`config.mk`:
```
export PLATFORM = sky130hd
export DESIGN_NAME = multi_cycle_ctr_flat
export DESIGN_NICKNAME = d
export VERILOG_FILES = /design/src/rtl/mcc_pkg.sv /design/src/rtl/multi_cycle_ctr_if.sv /design/src/rtl/mcc_op_decode.sv /design/src/rtl/multi_cycle_ctr.sv /design/src/flat_wrapper.sv
export SDC_FILE = /design/constraint.sdc
export NUM_CORES = 1
export LEC_CHECK = 0
export CAP_MARGIN = 10
export CORE_AREA = 2 2 98 100
export CTS_BUF_LIST = sky130_fd_sc_hd__clkbuf_8
export CTS_CLUSTER_DIAMETER = 50
export DETAILED_ROUTE_END_ITERATION = 6
export DIE_AREA = 0 0 100 102
export GPL_TIMING_DRIVEN = 0
export SLEW_MARGIN = 20
export SYNTH_ARGS = -nofsm -noshare
export SYNTH_HDL_FRONTEND = slang
export SYNTH_SLANG_ARGS = --single-unit
```
`constraint.sdc`:
```
create_clock -name clk -period 4.9 [get_ports clk]
set_clock_uncertainty 0.15 [all_clocks]
set_input_delay 0.98 -clock clk [delete_from_list [all_inputs] [get_ports clk]]
set_output_delay 0.98 -clock clk [all_outputs]
set_load 0.005 [all_outputs]
```
`src/rtl/mcc_pkg.sv`:
```
// Shared encodings for the multi-cycle control sequencer: opcodes, FSM states, mux codes, ALU codes.
// No logic of its own.
// ctl_decode maps (state, decoded opcode) to the datapath control word that the FSM registers.
package mcc_pkg;

  localparam logic [5:0] OP_R    = 6'b000000;
  localparam logic [5:0] OP_ADDI = 6'b001000;
  localparam logic [5:0] OP_ANDI = 6'b001100;
  localparam logic [5:0] OP_ORI  = 6'b001101;
  localparam logic [5:0] OP_XORI = 6'b001110;
  localparam logic [5:0] OP_LUI  = 6'b001111;
  localparam logic [5:0] OP_LW   = 6'b100011;
  localparam logic [5:0] OP_SW   = 6'b101011;
  localparam logic [5:0] OP_BEQ  = 6'b000100;
  localparam logic [5:0] OP_BNE  = 6'b000101;
  localparam logic [5:0] OP_J    = 6'b000010;
  localparam logic [5:0] OP_JAL  = 6'b000011;

  typedef enum logic [2:0] {
    ST_FETCH  = 3'd0,
    ST_DECODE = 3'd1,
    ST_EXEC   = 3'd2,
    ST_MEM    = 3'd3,
    ST_WB     = 3'd4
  } state_t;

  localparam logic [1:0] PC_SRC_PC4 = 2'd0;
  localparam logic [1:0] PC_SRC_BR  = 2'd1;
  localparam logic [1:0] PC_SRC_JMP = 2'd2;

  localparam logic [1:0] REG_DST_RT = 2'd0;
  localparam logic [1:0] REG_DST_RD = 2'd1;
  localparam logic [1:0] REG_DST_RA = 2'd2;

  localparam logic [3:0] ALU_R    = 4'b1111;
  localparam logic [3:0] ALU_ADDI = 4'b1110;
  localparam logic [3:0] ALU_ANDI = 4'b0010;
  localparam logic [3:0] ALU_ORI  = 4'b0011;
  localparam logic [3:0] ALU_XORI = 4'b0111;
  localparam logic [3:0] ALU_LUI  = 4'b0110;
  localparam logic [3:0] ALU_MEM  = 4'b0001;
  localparam logic [3:0] ALU_BR   = 4'b0101;
  localparam logic [3:0] ALU_JMP  = 4'b0000;

  typedef struct packed {
    logic       is_r;
    logic       is_lw;
    logic       is_sw;
    logic       is_beq;
    logic       is_bne;
    logic       is_j;
    logic       is_jal;
    logic       legal;
    logic [3:0] alu_op;
    logic       ext_op;
    logic       alu_src_b;
  } op_flags_t;

  typedef struct packed {
    logic       mem_rd;
    logic       mem_wr;
    logic       ir_wr;
    logic       pc_wr;
    logic [1:0] pc_src;
    logic       branch_eq;
    logic       branch_ne;
    logic       alu_src_b;
    logic [3:0] alu_op;
    logic       ext_op;
    logic [1:0] reg_dst;
    logic       mem_to_reg;
    logic       reg_wr;
    logic       illegal_op;
  } ctl_t;

  // Moore control word for a state; FETCH ir_wr/pc_wr are later qualified by mem_ready.
  function automatic ctl_t ctl_decode(state_t st, op_flags_t f);
    ctl_t c;
    c = '0;
    case (st)
      ST_FETCH: begin
        c.mem_rd = 1'b1;
        c.ir_wr  = 1'b1;
        c.pc_wr  = 1'b1;
        c.pc_src = PC_SRC_PC4;
      end
      ST_DECODE: begin
        if (f.is_j || f.is_jal) begin
          c.pc_wr  = 1'b1;
          c.pc_src = PC_SRC_JMP;
        end else if (!f.legal) begin
          c.illegal_op = 1'b1;
        end
      end
      ST_EXEC: begin
        c.alu_op    = f.alu_op;
        c.alu_src_b = f.alu_src_b;
        c.ext_op    = f.ext_op;
        c.branch_eq = f.is_beq;
        c.branch_ne = f.is_bne;
        if (f.is_beq || f.is_bne) c.pc_src = PC_SRC_BR;
      end
      ST_MEM: begin
        c.mem_rd = f.is_lw;
        c.mem_wr = f.is_sw;
      end
      ST_WB: begin
        c.reg_wr     = 1'b1;
        c.mem_to_reg = f.is_lw;
        c.reg_dst    = f.is_r ? REG_DST_RD : (f.is_jal ? REG_DST_RA : REG_DST_RT);
      end
      default: ;
    endcase
    return c;
  endfunction

endpackage

```
`src/rtl/multi_cycle_ctr_if.sv`:
```
// Bundle between the control sequencer (master) and the datapath/memory side (slave).
// Pure wiring, no latency.
// mem_ready is the only backpressure; it stalls the sequencer in FETCH and MEM.
interface multi_cycle_ctr_if #(parameter int CNT_W = 32);
  logic [5:0]       op;
  logic             mem_ready;
  logic             mem_rd;
  logic             mem_wr;
  logic             ir_wr;
  logic             pc_wr;
  logic [1:0]       pc_src;
  logic             branch_eq;
  logic             branch_ne;
  logic             alu_src_b;
  logic [3:0]       alu_op;
  logic             ext_op;
  logic [1:0]       reg_dst;
  logic             mem_to_reg;
  logic             reg_wr;
  logic             illegal_op;
  logic [2:0]       state;
  logic [CNT_W-1:0] instr_cnt;

  modport master (
    input  op, mem_ready,
    output mem_rd, mem_wr, ir_wr, pc_wr, pc_src, branch_eq, branch_ne, alu_src_b,
           alu_op, ext_op, reg_dst, mem_to_reg, reg_wr, illegal_op, state, instr_cnt
  );

  modport slave (
    output op, mem_ready,
    input  mem_rd, mem_wr, ir_wr, pc_wr, pc_src, branch_eq, branch_ne, alu_src_b,
           alu_op, ext_op, reg_dst, mem_to_reg, reg_wr, illegal_op, state, instr_cnt
  );
endinterface

```
`src/rtl/mcc_op_decode.sv`:
```
// Opcode to per-instruction flags, ALU function, extension mode and ALU B-source.
// Combinational, zero latency.
// No handshake; unsupported opcodes leave every flag clear, including legal.
module mcc_op_decode
  import mcc_pkg::*;
(
  input  logic [5:0] op_i,
  output op_flags_t  flags_o
);

  // Table decode; anything not listed is illegal.
  always_comb begin
    flags_o = '0;
    case (op_i)
      OP_R:    begin flags_o.is_r = 1'b1; flags_o.alu_op = ALU_R; end
      OP_ADDI: begin flags_o.alu_op = ALU_ADDI; flags_o.ext_op = 1'b1; flags_o.alu_src_b = 1'b1; end
      OP_ANDI: begin flags_o.alu_op = ALU_ANDI; flags_o.alu_src_b = 1'b1; end
      OP_ORI:  begin flags_o.alu_op = ALU_ORI;  flags_o.alu_src_b = 1'b1; end
      OP_XORI: begin flags_o.alu_op = ALU_XORI; flags_o.alu_src_b = 1'b1; end
      OP_LUI:  begin flags_o.alu_op = ALU_LUI;  flags_o.alu_src_b = 1'b1; end
      OP_LW:   begin flags_o.is_lw = 1'b1; flags_o.alu_op = ALU_MEM; flags_o.ext_op = 1'b1; flags_o.alu_src_b = 1'b1; end
      OP_SW:   begin flags_o.is_sw = 1'b1; flags_o.alu_op = ALU_MEM; flags_o.ext_op = 1'b1; flags_o.alu_src_b = 1'b1; end
      OP_BEQ:  begin flags_o.is_beq = 1'b1; flags_o.alu_op = ALU_BR; flags_o.ext_op = 1'b1; end
      OP_BNE:  begin flags_o.is_bne = 1'b1; flags_o.alu_op = ALU_BR; flags_o.ext_op = 1'b1; end
      OP_J:    begin flags_o.is_j = 1'b1;   flags_o.alu_op = ALU_JMP; end
      OP_JAL:  begin flags_o.is_jal = 1'b1; flags_o.alu_op = ALU_JMP; end
      default: ;
    endcase
    flags_o.legal = (op_i == OP_R)    || (op_i == OP_ADDI) || (op_i == OP_ANDI) ||
                    (op_i == OP_ORI)  || (op_i == OP_XORI) || (op_i == OP_LUI)  ||
                    (op_i == OP_LW)   || (op_i == OP_SW)   || (op_i == OP_BEQ)  ||
                    (op_i == OP_BNE)  || (op_i == OP_J)    || (op_i == OP_JAL);
  end

endmodule

```
`src/rtl/multi_cycle_ctr.sv`:
```
// Five-state FETCH/DECODE/EXEC/MEM/WB control sequencer with retired-instruction counter.
// 2 cycles j/jal/illegal, 3 beq/bne, 4 R/imm/sw, 5 lw; MCC_JAL_LINK_EN makes jal 3 cycles (link write in WB).
// Stalls in FETCH/MEM while mem_ready=0 with outputs held; mem_ready ignored in other states.
module multi_cycle_ctr
  import mcc_pkg::*;
#(
  parameter int CNT_W = 32
) (
  input  logic              clk,
  input  logic              rst_n,
  multi_cycle_ctr_if.master bus
);

  state_t           state_q, state_d;
  logic [5:0]       op_q, op_d;
  logic [CNT_W-1:0] cnt_q, cnt_d;
  ctl_t             ctl_q, ctl_d;
  op_flags_t        flags_q, flags_d;
  logic             retire;

  // Current-instruction flags steer transitions; next-instruction flags feed the output register.
  mcc_op_decode u_dec_q (.op_i(op_q), .flags_o(flags_q));
  mcc_op_decode u_dec_d (.op_i(op_d), .flags_o(flags_d));

  // Transition flags are a subset; the remaining fields only matter for the output decode.
  logic unused_flags;
  assign unused_flags = ^{flags_q.is_r, flags_q.alu_op, flags_q.ext_op, flags_q.alu_src_b};

  // Next state, op latch on DECODE entry, retire pulse and next registered control word.
  always_comb begin
    state_d = state_q;
    op_d    = op_q;
    retire  = 1'b0;
    case (state_q)
      ST_FETCH: begin
        if (bus.mem_ready) begin
          state_d = ST_DECODE;
          op_d    = bus.op;
        end
      end
      ST_DECODE: begin
        if (flags_q.is_j) begin
          state_d = ST_FETCH;
          retire  = 1'b1;
        end else if (flags_q.is_jal) begin
`ifdef MCC_JAL_LINK_EN
          state_d = ST_WB;
`else
          state_d = ST_FETCH;
          retire  = 1'b1;
`endif
        end else if (!flags_q.legal) begin
          state_d = ST_FETCH;
        end else begin
          state_d = ST_EXEC;
        end
      end
      ST_EXEC: begin
        if (flags_q.is_beq || flags_q.is_bne) begin
          state_d = ST_FETCH;
          retire  = 1'b1;
        end else if (flags_q.is_lw || flags_q.is_sw) begin
          state_d = ST_MEM;
        end else begin
          state_d = ST_WB;
        end
      end
      ST_MEM: begin
        if (bus.mem_ready) begin
          if (flags_q.is_lw) begin
            state_d = ST_WB;
          end else begin
            state_d = ST_FETCH;
            retire  = 1'b1;
          end
        end
      end
      ST_WB: begin
        state_d = ST_FETCH;
        retire  = 1'b1;
      end
      default: state_d = ST_FETCH;
    endcase
    cnt_d = retire ? cnt_q + 1'b1 : cnt_q;
    ctl_d = ctl_decode(state_d, flags_d);
  end

  // State, opcode, counter and control word registers with synchronous reset.
  always_ff @(posedge clk) begin
    if (!rst_n) begin
      state_q <= ST_FETCH;
      op_q    <= '0;
      cnt_q   <= '0;
      ctl_q   <= ctl_decode(ST_FETCH, '0);
    end else begin
      state_q <= state_d;
      op_q    <= op_d;
      cnt_q   <= cnt_d;
      ctl_q   <= ctl_d;
    end
  end

  // IR/PC load in FETCH happens only on the cycle the fetch completes.
  logic fetch_done;
  assign fetch_done = (state_q != ST_FETCH) || bus.mem_ready;

  // Everything reads zero while reset is held, so an aborted instruction writes nothing.
  assign bus.mem_rd     = rst_n & ctl_q.mem_rd;
  assign bus.mem_wr     = rst_n & ctl_q.mem_wr;
  assign bus.ir_wr      = rst_n & ctl_q.ir_wr & bus.mem_ready;
  assign bus.pc_wr      = rst_n & ctl_q.pc_wr & fetch_done;
  assign bus.pc_src     = rst_n ? ctl_q.pc_src : 2'b00;
  assign bus.branch_eq  = rst_n & ctl_q.branch_eq;
  assign bus.branch_ne  = rst_n & ctl_q.branch_ne;
  assign bus.alu_src_b  = rst_n & ctl_q.alu_src_b;
  assign bus.alu_op     = rst_n ? ctl_q.alu_op : 4'b0000;
  assign bus.ext_op     = rst_n & ctl_q.ext_op;
  assign bus.reg_dst    = rst_n ? ctl_q.reg_dst : 2'b00;
  assign bus.mem_to_reg = rst_n & ctl_q.mem_to_reg;
  assign bus.reg_wr     = rst_n & ctl_q.reg_wr;
  assign bus.illegal_op = rst_n & ctl_q.illegal_op;
  assign bus.state      = rst_n ? state_q : 3'd0;
  assign bus.instr_cnt  = rst_n ? cnt_q : '0;

endmodule

```
`src/flat_wrapper.sv`:
```
// flat-port wrapper written by rule: the top's interface ports become plain ports
module multi_cycle_ctr_flat import mcc_pkg::*;
#(
  parameter int CNT_W = 32
)
  (clk, rst_n, bus_op, bus_mem_ready, bus_mem_rd, bus_mem_wr, bus_ir_wr, bus_pc_wr, bus_pc_src, bus_branch_eq, bus_branch_ne, bus_alu_src_b, bus_alu_op, bus_ext_op, bus_reg_dst, bus_mem_to_reg, bus_reg_wr, bus_illegal_op, bus_state, bus_instr_cnt);
  multi_cycle_ctr_if #(.CNT_W(CNT_W)) bus_i ();
  input  logic clk;
  input  logic rst_n;
  input wire logic [$bits(bus_i.op)-1:0] bus_op;
  input wire logic [$bits(bus_i.mem_ready)-1:0] bus_mem_ready;
  output wire logic [$bits(bus_i.mem_rd)-1:0] bus_mem_rd;
  output wire logic [$bits(bus_i.mem_wr)-1:0] bus_mem_wr;
  output wire logic [$bits(bus_i.ir_wr)-1:0] bus_ir_wr;
  output wire logic [$bits(bus_i.pc_wr)-1:0] bus_pc_wr;
  output wire logic [$bits(bus_i.pc_src)-1:0] bus_pc_src;
  output wire logic [$bits(bus_i.branch_eq)-1:0] bus_branch_eq;
  output wire logic [$bits(bus_i.branch_ne)-1:0] bus_branch_ne;
  output wire logic [$bits(bus_i.alu_src_b)-1:0] bus_alu_src_b;
  output wire logic [$bits(bus_i.alu_op)-1:0] bus_alu_op;
  output wire logic [$bits(bus_i.ext_op)-1:0] bus_ext_op;
  output wire logic [$bits(bus_i.reg_dst)-1:0] bus_reg_dst;
  output wire logic [$bits(bus_i.mem_to_reg)-1:0] bus_mem_to_reg;
  output wire logic [$bits(bus_i.reg_wr)-1:0] bus_reg_wr;
  output wire logic [$bits(bus_i.illegal_op)-1:0] bus_illegal_op;
  output wire logic [$bits(bus_i.state)-1:0] bus_state;
  output wire logic [$bits(bus_i.instr_cnt)-1:0] bus_instr_cnt;
  assign bus_i.op = bus_op;
  assign bus_i.mem_ready = bus_mem_ready;
  assign bus_mem_rd = bus_i.mem_rd;
  assign bus_mem_wr = bus_i.mem_wr;
  assign bus_ir_wr = bus_i.ir_wr;
  assign bus_pc_wr = bus_i.pc_wr;
  assign bus_pc_src = bus_i.pc_src;
  assign bus_branch_eq = bus_i.branch_eq;
  assign bus_branch_ne = bus_i.branch_ne;
  assign bus_alu_src_b = bus_i.alu_src_b;
  assign bus_alu_op = bus_i.alu_op;
  assign bus_ext_op = bus_i.ext_op;
  assign bus_reg_dst = bus_i.reg_dst;
  assign bus_mem_to_reg = bus_i.mem_to_reg;
  assign bus_reg_wr = bus_i.reg_wr;
  assign bus_illegal_op = bus_i.illegal_op;
  assign bus_state = bus_i.state;
  assign bus_instr_cnt = bus_i.instr_cnt;
  multi_cycle_ctr #(.CNT_W(CNT_W)) u_core (.clk(clk), .rst_n(rst_n), .bus(bus_i));
endmodule
```
Word level (Yosys, flattened, before mapping)
Index checks and enable logic that the tools add are counted.

Logic and storage cells: 154. Output and inout bits: 54. Register bits: 60.

Reduce and logical (&&, ||, !) cells: 41. Add/subtract/negate cells: 1. Muxes and demuxes: 48. Equality and inequality tests: 30. Bitwise gates (word level): 16.

Operators with widths (count): == test 6 x 4 -> 1 bit (second input constant) (10); adder 32 x 1 -> 32 bit (second input constant) (1); 2-to-1 mux 32 bit (1); one-hot mux 4 bit (8 select lines) (1); logical OR 1 bit (27); 2-to-1 mux 3 bit (9); 2-to-1 mux 1 bit (25); == test 6 x 2 -> 1 bit (second input constant) (4); == test 6 x 3 -> 1 bit (second input constant) (4); == test 6 bit (second input constant) (4); bitwise AND 1 bit (13); == test 3 x 2 -> 1 bit (second input constant) (4); logical NOT 6 bit (2); 2-to-1 mux 6 bit (2); one-hot mux 3 bit (4 select lines) (1); 2-to-1 mux 2 bit (4); OR reduction 7 bit (1); == test 3 x 1 -> 1 bit (second input constant) (2); == test 3 bit (second input constant) (2); logical NOT 3 bit (2); AND reduction 2 bit (3); OR reduction 3 bit (2); OR reduction 5 bit (1); 2-to-1 mux 4 bit (1); 6 further kinds (10).

Depth between registers and ports, before layout
Gate-level depths: netlist of run 1.

Depth after elaboration: 19. Gate-level depth with buffers: 8. Depth with buffers taken out: 6.

Hierarchy
Synthesis of run 1 repeated with hierarchy kept, for this count alone.

Cells, all modules: 440. Area total of the unflattened synthesis: 3479.6 um^2.

Modules (own cells, without submodules): multi_cycle_ctr (cells each 346, area each 2911.5 um^2, instances 1, sequential area each 1201.2 um^2); mcc_op_decode (cells each 47, area each 284.0 um^2, instances 2, sequential area each 0.0 um^2).

Worst setup path before layout of run 1
OpenSTA, ideal clock, no wires.

Path type: input to register. Start: input port bus_mem_ready. End: register u_core.ctl_q[0] (netlist name). Stages on the path: 5. Slack: 2.236 ns. Arrival: 2.422 ns. Buffers on the path: 1. Setup time: 0.092 ns. Cell sequence: nor4b_1 > clkbuf_1 > mux2i_1 > nand2_1 > nor4_1.

Longest elaborated chain between the ends: 15. Elaborated cells on any way between the ends: 35.

RTL lines: start: declaration (RTL line flat_wrapper.sv:11) `input wire logic [$bits(bus_i.mem_ready)-1:0] bus_mem_ready;`; 2-to-1 mux 6 bit (RTL line multi_cycle_ctr.sv:36) `if (bus.mem_ready) begin`; 2-to-1 mux 6 bit (RTL line multi_cycle_ctr.sv:34) `case (state_q)`; == test 6 x 4 -> 1 bit / logical NOT 6 bit (equally long branches) (RTL line mcc_op_decode.sv:29) `flags_o.legal = (op_i == OP_R) || (op_i == OP_ADDI) || (op_i == OP_ANDI) ||`; logical OR 1 bit (3 in a row) (RTL line mcc_op_decode.sv:29); logical OR 1 bit (3 in a row) (RTL line mcc_op_decode.sv:30) `(op_i == OP_ORI) || (op_i == OP_XORI) || (op_i == OP_LUI) ||`; logical OR 1 bit (3 in a row) (RTL line mcc_op_decode.sv:31) `(op_i == OP_LW) || (op_i == OP_SW) || (op_i == OP_BEQ) ||`; logical OR 1 bit (2 in a row) (RTL line mcc_op_decode.sv:32) `(op_i == OP_BNE) || (op_i == OP_J) || (op_i == OP_JAL);`; 2-to-1 mux 1 bit (RTL line mcc_pkg.sv:91) `end else if (!f.legal) begin`; end signal: assignment (RTL line multi_cycle_ctr.sv:94) `ctl_q <= ctl_decode(ST_FETCH, '0);`; end signal: assignment (RTL line multi_cycle_ctr.sv:99) `ctl_q <= ctl_d;`; end: declaration (RTL line multi_cycle_ctr.sv:17) `ctl_t ctl_q, ctl_d;`.

Several ways; a longest one is shown, not always the timed one. A chain may end at the register's enable or synchronous reset.

Final worst setup path of run 1
Start: input port rst_n. End: output port bus_branch_eq.

Longest elaborated chain between the ends: 1.

RTL lines: start: declaration (RTL line flat_wrapper.sv:9) `input logic rst_n;`; bitwise AND 1 bit (RTL line multi_cycle_ctr.sv:113) `assign bus.branch_eq = rst_n & ctl_q.branch_eq;`; end: declaration (RTL line flat_wrapper.sv:17) `output wire logic [$bits(bus_i.branch_eq)-1:0] bus_branch_eq;`.

No other way between the ends.

==> flow_summary.toml, run 1 <==
[logic_synthesis]
mappedNetlistArea_um2 = 3198
synth_async_sr_flop_share_pct = 0
yosysWarnings = 0
synth.ff_latch_count = 60
synth_flop_cell = "sky130_fd_sc_hd__dfxtp_1"
synth_area_per_cell_um2 = 7.838
synthDistinctLibCells = 49
postSynthNetCount = 418
synth_sequential_area_ratio_pct = 37.56
synth-edff-count = 0
netlist_instances = 408

[sta]
setup-violations-final = 0
timing.slew.headroom_pct = 59.15
fin_tns_setup_ns = 0
timing.final.max_slew_violations = 0
worst-slew-pin-transition_ns = 0.6071
timing.final.hold_violations = 0
max_clock_freq_ghz = 0.2437
rsz_0062_raised_after_global_routing = "no"
min_tclk_post_route_ns = 4.103
timing.final.crit_share_pct = 83.73

[clocking]
tritoncts = "done"
clock_pin_slew_on_the_worst_setup_and_hold_paths_ns = 0.06
tritoncts.num_buffers = 9
clock-sinks = 60
holdBufCountCts = 0
clk_path_buf_depth = 2
postCtsResizedCells = 0
ctsRootBufferMaster = "sky130_fd_sc_hd__clkbuf_8"
post_cts_buffers = 0
clkLatencyLatePin_ns = 0.33
count_of_h_tree_levels_built_during_cts = 3

[setup_path]
critical_path_arrival_ns = 2.97
critical_path_peak_fanout = 10
r2r_start = "u_core.op_q[0]"
crit_path_end_kind = "output port"
timing_worst_setup_path_type = "in2out"
r2r-end = "u_core.cnt_q[29]"
timing.reg2reg.worst_path_depth = 8
cp-start-kind = "primary input"
critical_path_required_ns = 3.77
r2r_slack_ns = 2.11

[worst_hold_path]
worst_hold_startpoint = "u_core.cnt_q[24]"
worstHoldEndpoint = "u_core.cnt_q[24]"
worstHoldPathType = "reg2reg"
timing.hold.worst_path_depth = 2

[final_layout]
syn_to_final_growth_pct = 28.13
final_cell_area_um2 = 4098
antenna_cells = 0
final_net_count = 489
layout-drive-gt1-share_pct = 5.785

[detailed_routing]
drt_via_density = 5.368
final_wl_um = 8788
total_via_count_in_the_routed_design = 3194
wl_per_cell_um = 14.77
first_iter_violations = 168
drt.antenna.violating_nets = 0
first_pass_iters = 4
drc_errors = 0

[power]
static-leakage-power_nw = 1.382
vdd_ir_drop_max_uv = 137.0
cellPowerDensity_nw_per_um2 = 242.5

[grt]
grt_first_pass_wirelength_um = 14680
antenna_found_initial = 0
global_route.usage.total_pct = 18.20
first_global_vias = 2970
grt_max_degree = 11
grt_remaining_overflow = 0

[floorplan]
initial_utilization_pct = 35.11
placement_rows = 35
die_h_um = 102
die_x_um = 100
die_area_um2 = 10200
core-area_um2 = 9109
io_pins = 63

[placed_design]
dpl-instance-area_um2 = 3938
dpl.hpwl_um = 6507
finalWeightedCongestion = 0.8598
port_buffers = 60

[outcome]
run_status = "finished clean"

[job]
maxCapViolCount = 0
[power by group]
| group | internal [W] | switching, W |
|---|---|---|
| clock | 0.000177 | 0.000191 |
| combinational | 0.0000451 | 0.0000772 |
| sequential | 0.000499 | 0.00000448 |
[sequential cells by signal (all words and copies together) (netlist names)]
register / flops
u_core.cnt_q: 32
u_core.ctl_q: 19
u_core.op_q: 6
u_core.state_q: 3
[cell usage in the layout (no fill, tap or decap), drive strengths merged, types with 10 or more instances in the layout]
cell,count
o21ai,19
o31ai,16
clkdlybuf4s50,60
a21oi,33
inv,14
and2,46
or3,10
nor3,14
dfxtp,60
nand2,28
clkbuf,37
nor2,34
nand3,16
nor4,11
or4,17
[critical path, stage by stage]
cell,delay (ns)
sky130_fd_sc_hd__clkdlybuf4s50_1,0.58
sky130_fd_sc_hd__clkbuf_1,0.42
sky130_fd_sc_hd__clkbuf_1,0.30
sky130_fd_sc_hd__and2_1,0.18
sky130_fd_sc_hd__clkdlybuf4s50_1,0.50
[worst max path at each step]
stage	startpoint	cells past startpoint	end	slack, ns
2_1_floorplan	rst_n	3	bus_alu_op[3]	2.24
3_3_place_gp	rst_n	5	bus_branch_ne	0.72
3_5_place_dp	rst_n	5	bus_alu_src_b	0.73
4_1_cts	rst_n	5	bus_alu_src_b	0.71
5_1_grt	rst_n	5	bus_alu_op[3]	0.58
6_report	rst_n	5	bus_branch_eq	0.80
[per-stage QoR]
stage | power [W] | std cells | hold WS (ns) | util (%) | setup WS (ns)
floorplan | 0.0005919 | 408 | 0.2961 | - | 2.236
global placement | 0.0006350 | 579 | 0.3082 | 43.23 | 0.7204
detailed placement | 0.0006366 | 579 | 0.3188 | 43.23 | 0.7256
CTS | 0.001007 | 595 | 0.3281 | 44.99 | 0.7097
global route | 0.001044 | 595 | 0.3461 | 44.99 | 0.5835
finish | 0.0009937 | 595 | 0.3272 | 44.99 | 0.7974
[Yosys cell counts (10+ instances only)]
cell type                   n  share of area, %
sky130_fd_sc_hd__nand2_1   28               3.3
sky130_fd_sc_hd__a21oi_1   33               5.2
sky130_fd_sc_hd__dfxtp_1   60                38
sky130_fd_sc_hd__nand3_1   16               2.5
sky130_fd_sc_hd__nor3_1    14               2.2
sky130_fd_sc_hd__nor4_1    11               2.2
sky130_fd_sc_hd__or3_1     10               2.0
sky130_fd_sc_hd__clkbuf_1  28               3.3
sky130_fd_sc_hd__inv_1     11               1.3
sky130_fd_sc_hd__or4_1     16               3.8
sky130_fd_sc_hd__o31ai_1   16               3.8
sky130_fd_sc_hd__and2_1    46               9.0
sky130_fd_sc_hd__o21ai_0   19               3.0
sky130_fd_sc_hd__nor2_1    34               4.0
[cells by family after synthesis]
kind of cell	synth area share, %
AND/OR/NAND/NOR	36.42
AO/OA/AOI/OAI	17.02
flip-flops	37.56
buffers and inverters	5.516
multiplexers	2.269
XOR/XNOR	0.8217
adder cells (fa/ha/maj)	0.3912
[area by class of cell]
| cell class | instances | area (um2) |
|---|---|---|
| Sequential cell | 60 | 1201 |
| Clock inverter | 7 | 36.28 |
| Tap cell | 111 | 138.9 |
| Buffer | 32 | 131.4 |
| Inverter | 12 | 45.04 |
| Timing Repair Buffer | 60 | 600.6 |
| Clock buffer | 9 | 123.9 |
| Fill cell | 946 | 5011 |
| Multi-Input combinational cell | 304 | 1821 |
[routing by layer]
metal  part of all wire, %  routed length, um  global-route usage (%)
met2                    49               4321                   31.65
met4                  0.27                 24                   3.688
met5                     0                  0                       0
met3                   7.0                617                   4.925
met1                    44               3824                   22.86
Power figures use the tool's default switching activity.
==> run 2: changes to the inputs <==
- clock period: 4.9 -> 3.35 ns (I/O delays scaled with it)
==> flow_summary.toml, run 2 (synthesized netlist as in run 1, its figures left out) <==
[outcome]
run_status = "finished clean"

[final_layout]
antenna_cells = 0
layout-drive-gt1-share_pct = 6.224
syn_to_final_growth_pct = 28.13
fillCellCount = 947
largest_register_ffs = 32
registers.top_by_ff_count = "u_core.cnt_q"
final_cell_area_um2 = 4098
final_cell_mix = "sky130_fd_sc_hd__clkdlybuf4s50_1, sky130_fd_sc_hd__dfxtp_1, sky130_fd_sc_hd__and2_1"
final_net_count = 487
reg.largest.list = "u_core.cnt_q x32, u_core.ctl_q x19, u_core.op_q x6"

[sta]
setup-violations-final = 0
min_tclk_post_route_ns = 3.199
timing.final.hold_violations = 0
timing.final.crit_share_pct = 95.48
post-route-worst-setup-slack_ns = 0.1515
timing.slew.headroom_pct = 57.90
worst-slew-pin-transition_ns = 0.6305
max_clock_freq_ghz = 0.3126
timing.final.max_slew_violations = 0
rsz_0062_raised_after_global_routing = "no"

[placed_design]
detailedPlace.worstSlack_ns = -0.2044
finalWeightedCongestion = 0.8598
dpl.hpwl_um = 6507
dpl-instance-area_um2 = 3938
port_buffers = 60

[job]
maxCapViolCount = 0

[clocking]
postCtsResizedCells = 1
post_cts_buffers = 0
clock-sinks = 60
clock_pin_slew_on_the_worst_setup_and_hold_paths_ns = 0.06
clkLatencyLatePin_ns = 0.33
tritoncts = "done"
ctsRootBufferMaster = "sky130_fd_sc_hd__clkbuf_8"
holdBufCountCts = 0
clk_path_buf_depth = 2
tritoncts.num_buffers = 9
count_of_h_tree_levels_built_during_cts = 3

[power]
cellPowerDensity_nw_per_um2 = 354.7
vdd_ir_drop_max_uv = 202.2
static-leakage-power_nw = 1.385

[grt]
antenna_found_initial = 0
grt_first_pass_wirelength_um = 14680
grt_max_degree = 20
first_global_vias = 2965
grt_remaining_overflow = 0
global_route.usage.total_pct = 18.20

[floorplan]
initial_utilization_pct = 35.11
die_area_um2 = 10200
core-area_um2 = 9109
io_pins = 63
die_x_um = 100
die_h_um = 102
placement_rows = 35

[detailed_routing]
first_iter_violations = 158
first_pass_iters = 5
wl_per_cell_um = 14.79
drc_errors = 0
final_wl_um = 8773
total_via_count_in_the_routed_design = 3196
drt_via_density = 5.390
drt.antenna.violating_nets = 0

[setup_path]
critical_path_arrival_ns = 2.38
cp-start-kind = "primary input"
critical_path_peak_fanout = 10
crit_path_end_kind = "output port"
timing_worst_setup_path_type = "in2out"
critical_path_required_ns = 2.53

[worst_hold_path]
worstHoldPathType = "reg2reg"
## run 2: cell count changes in the layout (fill, tap and decap cells not counted)
cell,previous run,this run
sky130_fd_sc_hd__nor4b_2,0,1
sky130_fd_sc_hd__clkbuf_1,28,25
sky130_fd_sc_hd__nor4b_1,1,0
sky130_fd_sc_hd__clkbuf_2,0,1
## run 2: final cells by class
type	count	area [um2]	area share, %
buffer	30	125.1	3.053
clock buffer	9	123.9	3.023
multi-input combinational	304	1827	44.58
inverter	12	45.04	1.099
timing repair buffer	60	600.6	14.66
tap	111	138.9	3.389
clock inverter	7	36.28	0.8855
sequential	60	1201	29.31
## run 2: routing by layer
| metal | up-vias | part of all wire, % | track usage (%) |
|---|---|---|---|
| met3 | 2 | 5.1 | 5.130 |
| met4 | 0 | 0.27 | 3.688 |
| li1 | 1615 | - | - |
| met1 | 1494 | 46 | 22.73 |
| met5 | - | 0 | 0 |
| met2 | 85 | 49 | 31.65 |
## run 2: power by group
| group | leakage, nW | internal (W) | switching [W] |
|---|---|---|---|
| clock network | 0.0951 | 0.000259 | 0.000279 |
| registers | 0.486 | 0.000731 | 0.00000665 |
| logic | 0.804 | 0.0000662 | 0.000112 |
| total | 1.38 | 0.00106 | 0.000398 |
## run 2: stage by stage
stage / utilization [%] / power, W / setup TNS, ns / instances / hold WS [ns]
floorplan: - / 0.0008658 / 0 / 408 / 0.2961
global placement: 43.23 / 0.0009288 / -2.136 / 579 / 0.3082
detailed placement: 43.23 / 0.0009311 / -2.115 / 579 / 0.3188
CTS: 44.96 / 0.001473 / 0 / 594 / 0.3281
global route: 44.99 / 0.001527 / 0 / 593 / 0.3461
finish: 44.99 / 0.001454 / 0 / 593 / 0.3260
## run 2: final timing paths
path,from,to,slack [ns],cells past startpoint
max,rst_n,bus_mem_rd,0.15,4
min,u_core.cnt_q[24],u_core.cnt_q[24],0.33,2
max reg2reg,u_core.op_q[0],u_core.cnt_q[30],0.57,7
min reg2reg,u_core.cnt_q[24],u_core.cnt_q[24],0.33,2
## run 2: critical path: stages
cell	delay, ns
sky130_fd_sc_hd__clkdlybuf4s50_1	0.58
sky130_fd_sc_hd__clkbuf_1	0.38
sky130_fd_sc_hd__and2_1	0.24
sky130_fd_sc_hd__clkdlybuf4s50_1	0.51
